--- src/rtl/mem_stage_ctrl_pkg.sv ---
// rtl/mem_stage_ctrl_pkg.sv - shared constants and types for the memory stage controller
package mem_stage_ctrl_pkg;

  localparam logic [4:0] OP_LW  = 5'b01000;
  localparam logic [4:0] OP_SW  = 5'b00111;
  localparam int         OP_MSB = 31;
  localparam int         OP_LSB = 27;
  localparam int         MEM_AW = 12;

  typedef enum logic [1:0] {
    ST_IDLE   = 2'd0,
    ST_ACCESS = 2'd1,
    ST_DONE   = 2'd2
  } state_t;

  function automatic logic [4:0] insn_opcode(input logic [31:0] insn);
    return insn[OP_MSB:OP_LSB];
  endfunction

endpackage

--- src/rtl/w_pipe_reg.sv ---
// rtl/w_pipe_reg.sv - writeback-stage pipeline register with enable and async active-low clear
module w_pipe_reg (
  input  logic        clk,
  input  logic        clr_n,
  input  logic        en,
  input  logic [31:0] d_data,
  input  logic [31:0] d_insn,
  input  logic        d_ovf,
  input  logic        d_valid,
  output logic [31:0] q_data,
  output logic [31:0] q_insn,
  output logic        q_ovf,
  output logic        q_valid
);

  always_ff @(posedge clk or negedge clr_n) begin
    if (!clr_n) begin
      q_data  <= '0;
      q_insn  <= '0;
      q_ovf   <= 1'b0;
      q_valid <= 1'b0;
    end else if (en) begin
      q_data  <= d_data;
      q_insn  <= d_insn;
      q_ovf   <= d_ovf;
      q_valid <= d_valid;
    end
  end

endmodule

--- src/rtl/mem_stage_ctrl.sv ---
// rtl/mem_stage_ctrl.sv - M-stage controller: lw/sw decode, data-memory handshake, W-stage feed
module mem_stage_ctrl
  import mem_stage_ctrl_pkg::*;
(
  input  logic              clk,
  input  logic              reset,
  input  logic [31:0]       m_data_o,
  input  logic [31:0]       m_data_d,
  input  logic [31:0]       m_insn,
  input  logic              m_ovf,
  output logic              stall,
  output logic              mem_req,
  output logic              mem_we,
  output logic [MEM_AW-1:0] mem_addr,
  output logic [31:0]       mem_wdata,
  input  logic              mem_ack,
  input  logic [31:0]       mem_rdata,
  output logic [31:0]       w_data,
  output logic [31:0]       w_insn,
  output logic              w_ovf,
  output logic              w_valid
);

  state_t      state;
  logic [31:0] load_q;
  logic [4:0]  opcode;
  logic        is_lw;
  logic        is_sw;
  logic        is_mem;

  logic [31:0] nxt_data;
  logic [31:0] nxt_insn;
  logic        nxt_ovf;
  logic        nxt_valid;

  assign opcode = insn_opcode(m_insn);
  assign is_lw  = (opcode == OP_LW);
  assign is_sw  = (opcode == OP_SW);
  assign is_mem = is_lw | is_sw;

  // Request outputs are latched on entry to ACCESS so they cannot move until the ack.
  always_ff @(posedge clk or negedge reset) begin
    if (!reset) begin
      state     <= ST_IDLE;
      mem_req   <= 1'b0;
      mem_we    <= 1'b0;
      mem_addr  <= '0;
      mem_wdata <= '0;
      load_q    <= '0;
    end else begin
      case (state)
        ST_IDLE: begin
          if (is_mem) begin
            state     <= ST_ACCESS;
            mem_req   <= 1'b1;
            mem_we    <= is_sw;
            mem_addr  <= m_data_o[MEM_AW-1:0];
            mem_wdata <= m_data_d;
          end
        end
        ST_ACCESS: begin
          if (mem_ack) begin
            state   <= ST_DONE;
            mem_req <= 1'b0;
            mem_we  <= 1'b0;
            if (is_lw) begin
              load_q <= mem_rdata;
            end
          end
        end
        ST_DONE: begin
          state <= ST_IDLE;
        end
        default: begin
          state <= ST_IDLE;
        end
      endcase
    end
  end

  // Gated by reset so the stage never asserts stall while held in reset.
  always_comb begin
    stall = reset & (((state == ST_IDLE) & is_mem) | (state == ST_ACCESS));
  end

  always_comb begin
    nxt_data  = '0;
    nxt_insn  = '0;
    nxt_ovf   = 1'b0;
    nxt_valid = 1'b0;
    case (state)
      ST_IDLE: begin
        if (!is_mem) begin
          nxt_data  = m_data_o;
          nxt_insn  = m_insn;
          nxt_ovf   = m_ovf;
          nxt_valid = (m_insn != 32'd0);
        end
      end
      ST_DONE: begin
        nxt_data  = is_lw ? load_q : m_data_o;
        nxt_insn  = m_insn;
        nxt_ovf   = m_ovf;
        nxt_valid = 1'b1;
      end
      default: begin
        nxt_data  = '0;
        nxt_insn  = '0;
        nxt_ovf   = 1'b0;
        nxt_valid = 1'b0;
      end
    endcase
  end

  w_pipe_reg u_w_pipe_reg (
    .clk     (clk),
    .clr_n   (reset),
    .en      (1'b1),
    .d_data  (nxt_data),
    .d_insn  (nxt_insn),
    .d_ovf   (nxt_ovf),
    .d_valid (nxt_valid),
    .q_data  (w_data),
    .q_insn  (w_insn),
    .q_ovf   (w_ovf),
    .q_valid (w_valid)
  );

endmodule

--- config.mk ---
export PLATFORM = sky130hd
export DESIGN_NAME = mem_stage_ctrl
export DESIGN_NICKNAME = d
export VERILOG_FILES = /design/src/rtl/mem_stage_ctrl_pkg.sv /design/src/rtl/w_pipe_reg.sv /design/src/rtl/mem_stage_ctrl.sv
export SDC_FILE = /design/constraint.sdc
export NUM_CORES = 1
export LEC_CHECK = 0
export CAP_MARGIN = 40
export CORE_MARGIN = 4
export CORE_UTILIZATION = 45
export CTS_CLUSTER_SIZE = 28
export DETAILED_ROUTE_END_ITERATION = 8
export PLACE_DENSITY = 0.95
export SETUP_SLACK_MARGIN = 0.2
export SLEW_MARGIN = 15
export SYNTH_ARGS = -nofsm -noshare
export SYNTH_HDL_FRONTEND = slang
export SYNTH_SLANG_ARGS = --single-unit
--- constraint.sdc ---
create_clock -name clk -period 4.2 [get_ports clk]
set_clock_uncertainty 0.15 [all_clocks]
set_input_delay 0.84 -clock clk [delete_from_list [all_inputs] [get_ports clk]]
set_output_delay 0.84 -clock clk [all_outputs]
set_load 0.02 [all_outputs]
==> reports/qor.txt <==
Crit path max-delay family: buffers and inverters
asr flop ratio synth: 1.00
CP max stage delay: 0.61 ns
fin area: 8780 µm²
min cycle time layout: 3.74 ns
die area: 13,800 µm²
Vias: 3,948
share of cells above drive strength 1: 0.201
CP bufs+invs: 2
Post-synth EDFFs: 0
Slew headroom: 0.451
most common cell after layout, fill and taps aside: clkdlybuf4s50_1
# resized after CTS: 1
Antenna Nets Post-Route: 0
Syn Nets: 474
ant diodes: 0
Yosys warning count: 0
final WL: 15,600 µm
pin count of the biggest net entering global routing: 44
Initial Util: 0.466
most frequent cells in the layout: clkdlybuf4s50_1, dfrtp_1, mux2_2
CTS Sinks: 146
Clock Path Buffers: 2
antenna violations before repair: 0
max_cap viols: 0
Post-CTS Setup Repair Bufs: 0
PD cells: 526 nW/µm²
Avg Synthesized Cell Area: 15.8 µm²
Clk Latency, worst-skew pair: 0.41 ns
global-route wire length before repair: 24,700 µm
Ports: 245
DIE HEIGHT: 118 µm
CTS tree: done
Max Clock Freq: 0.268 GHz
slowest CP cell: clkdlybuf4s50_1
crit path kind: primary input to output port
final cell utilization of the core: 0.756
grt ovf: 0
HPWL Detailed: 11,300 µm
status: complete, no violations
Cells after Synth: 342
Post-Layout Cell Count: 754
Leak: 4.02 nW
Setup violations, final: 0
ys flop type: dfrtp_1
maximum fanout along the worst path: 7
Slew Viols, Final: 0
Max VDD drop: 0.332 mV
Cell Area, Synth: 5410 µm²
TritonCTS buffer count: 17
nets@finish: 731
crit path cell chain: clkdlybuf4s50_1, or4b_1, a21oi_1, o211a_1, dlygate4sd2_1
number of global-route vias before repair: 4,453
Yosys reg bits: 146
Worst-Margin Slew: 0.824 ns
worst path required time: 3.21 ns
DRT iter0 DRCs: 248
Clock Pin Slew Worst Setup and Hold Paths: 0.06 ns
Tcrit/Tclk final: 0.890
Cells after DPL: 723
post-DR vias/cell: 5.24
# H-tree levels: 4
Pwr Total: 0.00462 W
row count: 39
Setup TNS Final: 0 ns
Die Wd: 118 µm
I/O Buffers: 244
crit end category: output port
WL per Instance: 20.7 µm
RSZ-0062 raised after global routing: no
GPL Wtd Cong: 0.835
Hold Crit Class: primary input to async pin
Synth cell types: 30
part of the Yosys area used for sequential elements: 0.675
area grow syn2layout: 62.2%
gr usage total: 0.230
# DRC: 0
Hold Violations, Final: 0
CTS root buf: clkbuf_16
Setup crit start kind: primary input
CTS Hold Bufs: 0
area of the core: 11,600 µm²
fillcell total: 674
1st-pass router iterations: 4
Worst Path Arrival: 2.75 ns
Placed Area: 8080 µm²
==> report_power, final <==
part	switching, W	internal (W)	total [W]
Combinational	0.000491	0.000626	0.00112
Sequential	0.000113	0.00162	0.00173
Clock	0.000554	0.00122	0.00177
Total	0.00116	0.00346	0.00462
==> logic make-up (layout without fill, tap and decap cells) <==
family          Yosys count  after routing  synth area share
mux                      76             76             0.177
simple gates             60             60            0.0664
flops                   146            146             0.675
compound gates           41             41            0.0627
buf+inv                  19            288            0.0190
==> metal layers <==
metal  vias up  routed length, µm  GRT usage  share of wire
li1       1737                  -          -              -
met1      1962               5690      0.246           0.37
met2       208               8140      0.402           0.52
met3        41               1200     0.0841          0.077
met4         0                549      0.111          0.035
met5         -                  0          0              0
==> per-stage QoR <==
stage,setup slack [ns],hold WS [ns]
after global placement,0.291,0.315
after detailed placement,0.248,0.336
after CTS,0.472,0.287
after floorplan,1.36,0.317
after global routing,0.409,0.305
final,0.463,0.288
==> state kept, by name, summed over array words and instances (netlist names) <==
register	count
load_q	32
mem_wdata	32
u_w_pipe_reg.q_data	32
u_w_pipe_reg.q_insn	32
mem_addr	12
state	2
mem_req	1
mem_we	1
u_w_pipe_reg.q_ovf	1
u_w_pipe_reg.q_valid	1
==> final cells by class <==
| cell class | instances | area, µm² | area share |
|---|---|---|---|
| Clock buffer | 21 | 470 | 0.0536 |
| Clock inverter | 10 | 228 | 0.0259 |
| Inverter | 2 | 7.51 | 0.000855 |
| Multi-Input combinational cell | 177 | 1660 | 0.190 |
| Sequential cell | 146 | 3650 | 0.416 |
| Tap cell | 143 | 179 | 0.0204 |
| Timing Repair Buffer | 255 | 2570 | 0.293 |
==> cells in the mapped netlist (2+ instances only) <==
master | instances | share of area
nand2_1 | 5 | 0.0035
dfrtp_1 | 146 | 0.68
and2_1 | 33 | 0.038
nor2_1 | 2 | 0.0014
nand4_1 | 2 | 0.0023
buf_6 | 4 | 0.0083
mux2_4 | 27 | 0.075
nor4_1 | 8 | 0.0092
buf_1 | 3 | 0.0021
inv_1 | 2 | 0.0014
mux2_2 | 49 | 0.10
a21oi_1 | 3 | 0.0028
clkbuf_1 | 9 | 0.0062
a22o_1 | 31 | 0.050
nand3_1 | 3 | 0.0028
==> worst paths after layout <==
| kind | from | slack [ns] | end | cells after the start |
|---|---|---|---|---|
| min reg2reg | load_q[8] | 0.35 | u_w_pipe_reg.q_data[8] | 1 |
| min in group clk | load_q[8] | 0.35 | u_w_pipe_reg.q_data[8] | 1 |
| max reg2reg | state[0] | 2.01 | mem_wdata[16] | 4 |
| max | m_insn[30] | 0.46 | stall | 5 |
| max in group asynchronous | reset | 2.64 | u_w_pipe_reg.q_insn[24] | 5 |
| min | reset | 0.29 | u_w_pipe_reg.q_insn[10] | 2 |
Power figures use the tool's default switching activity.
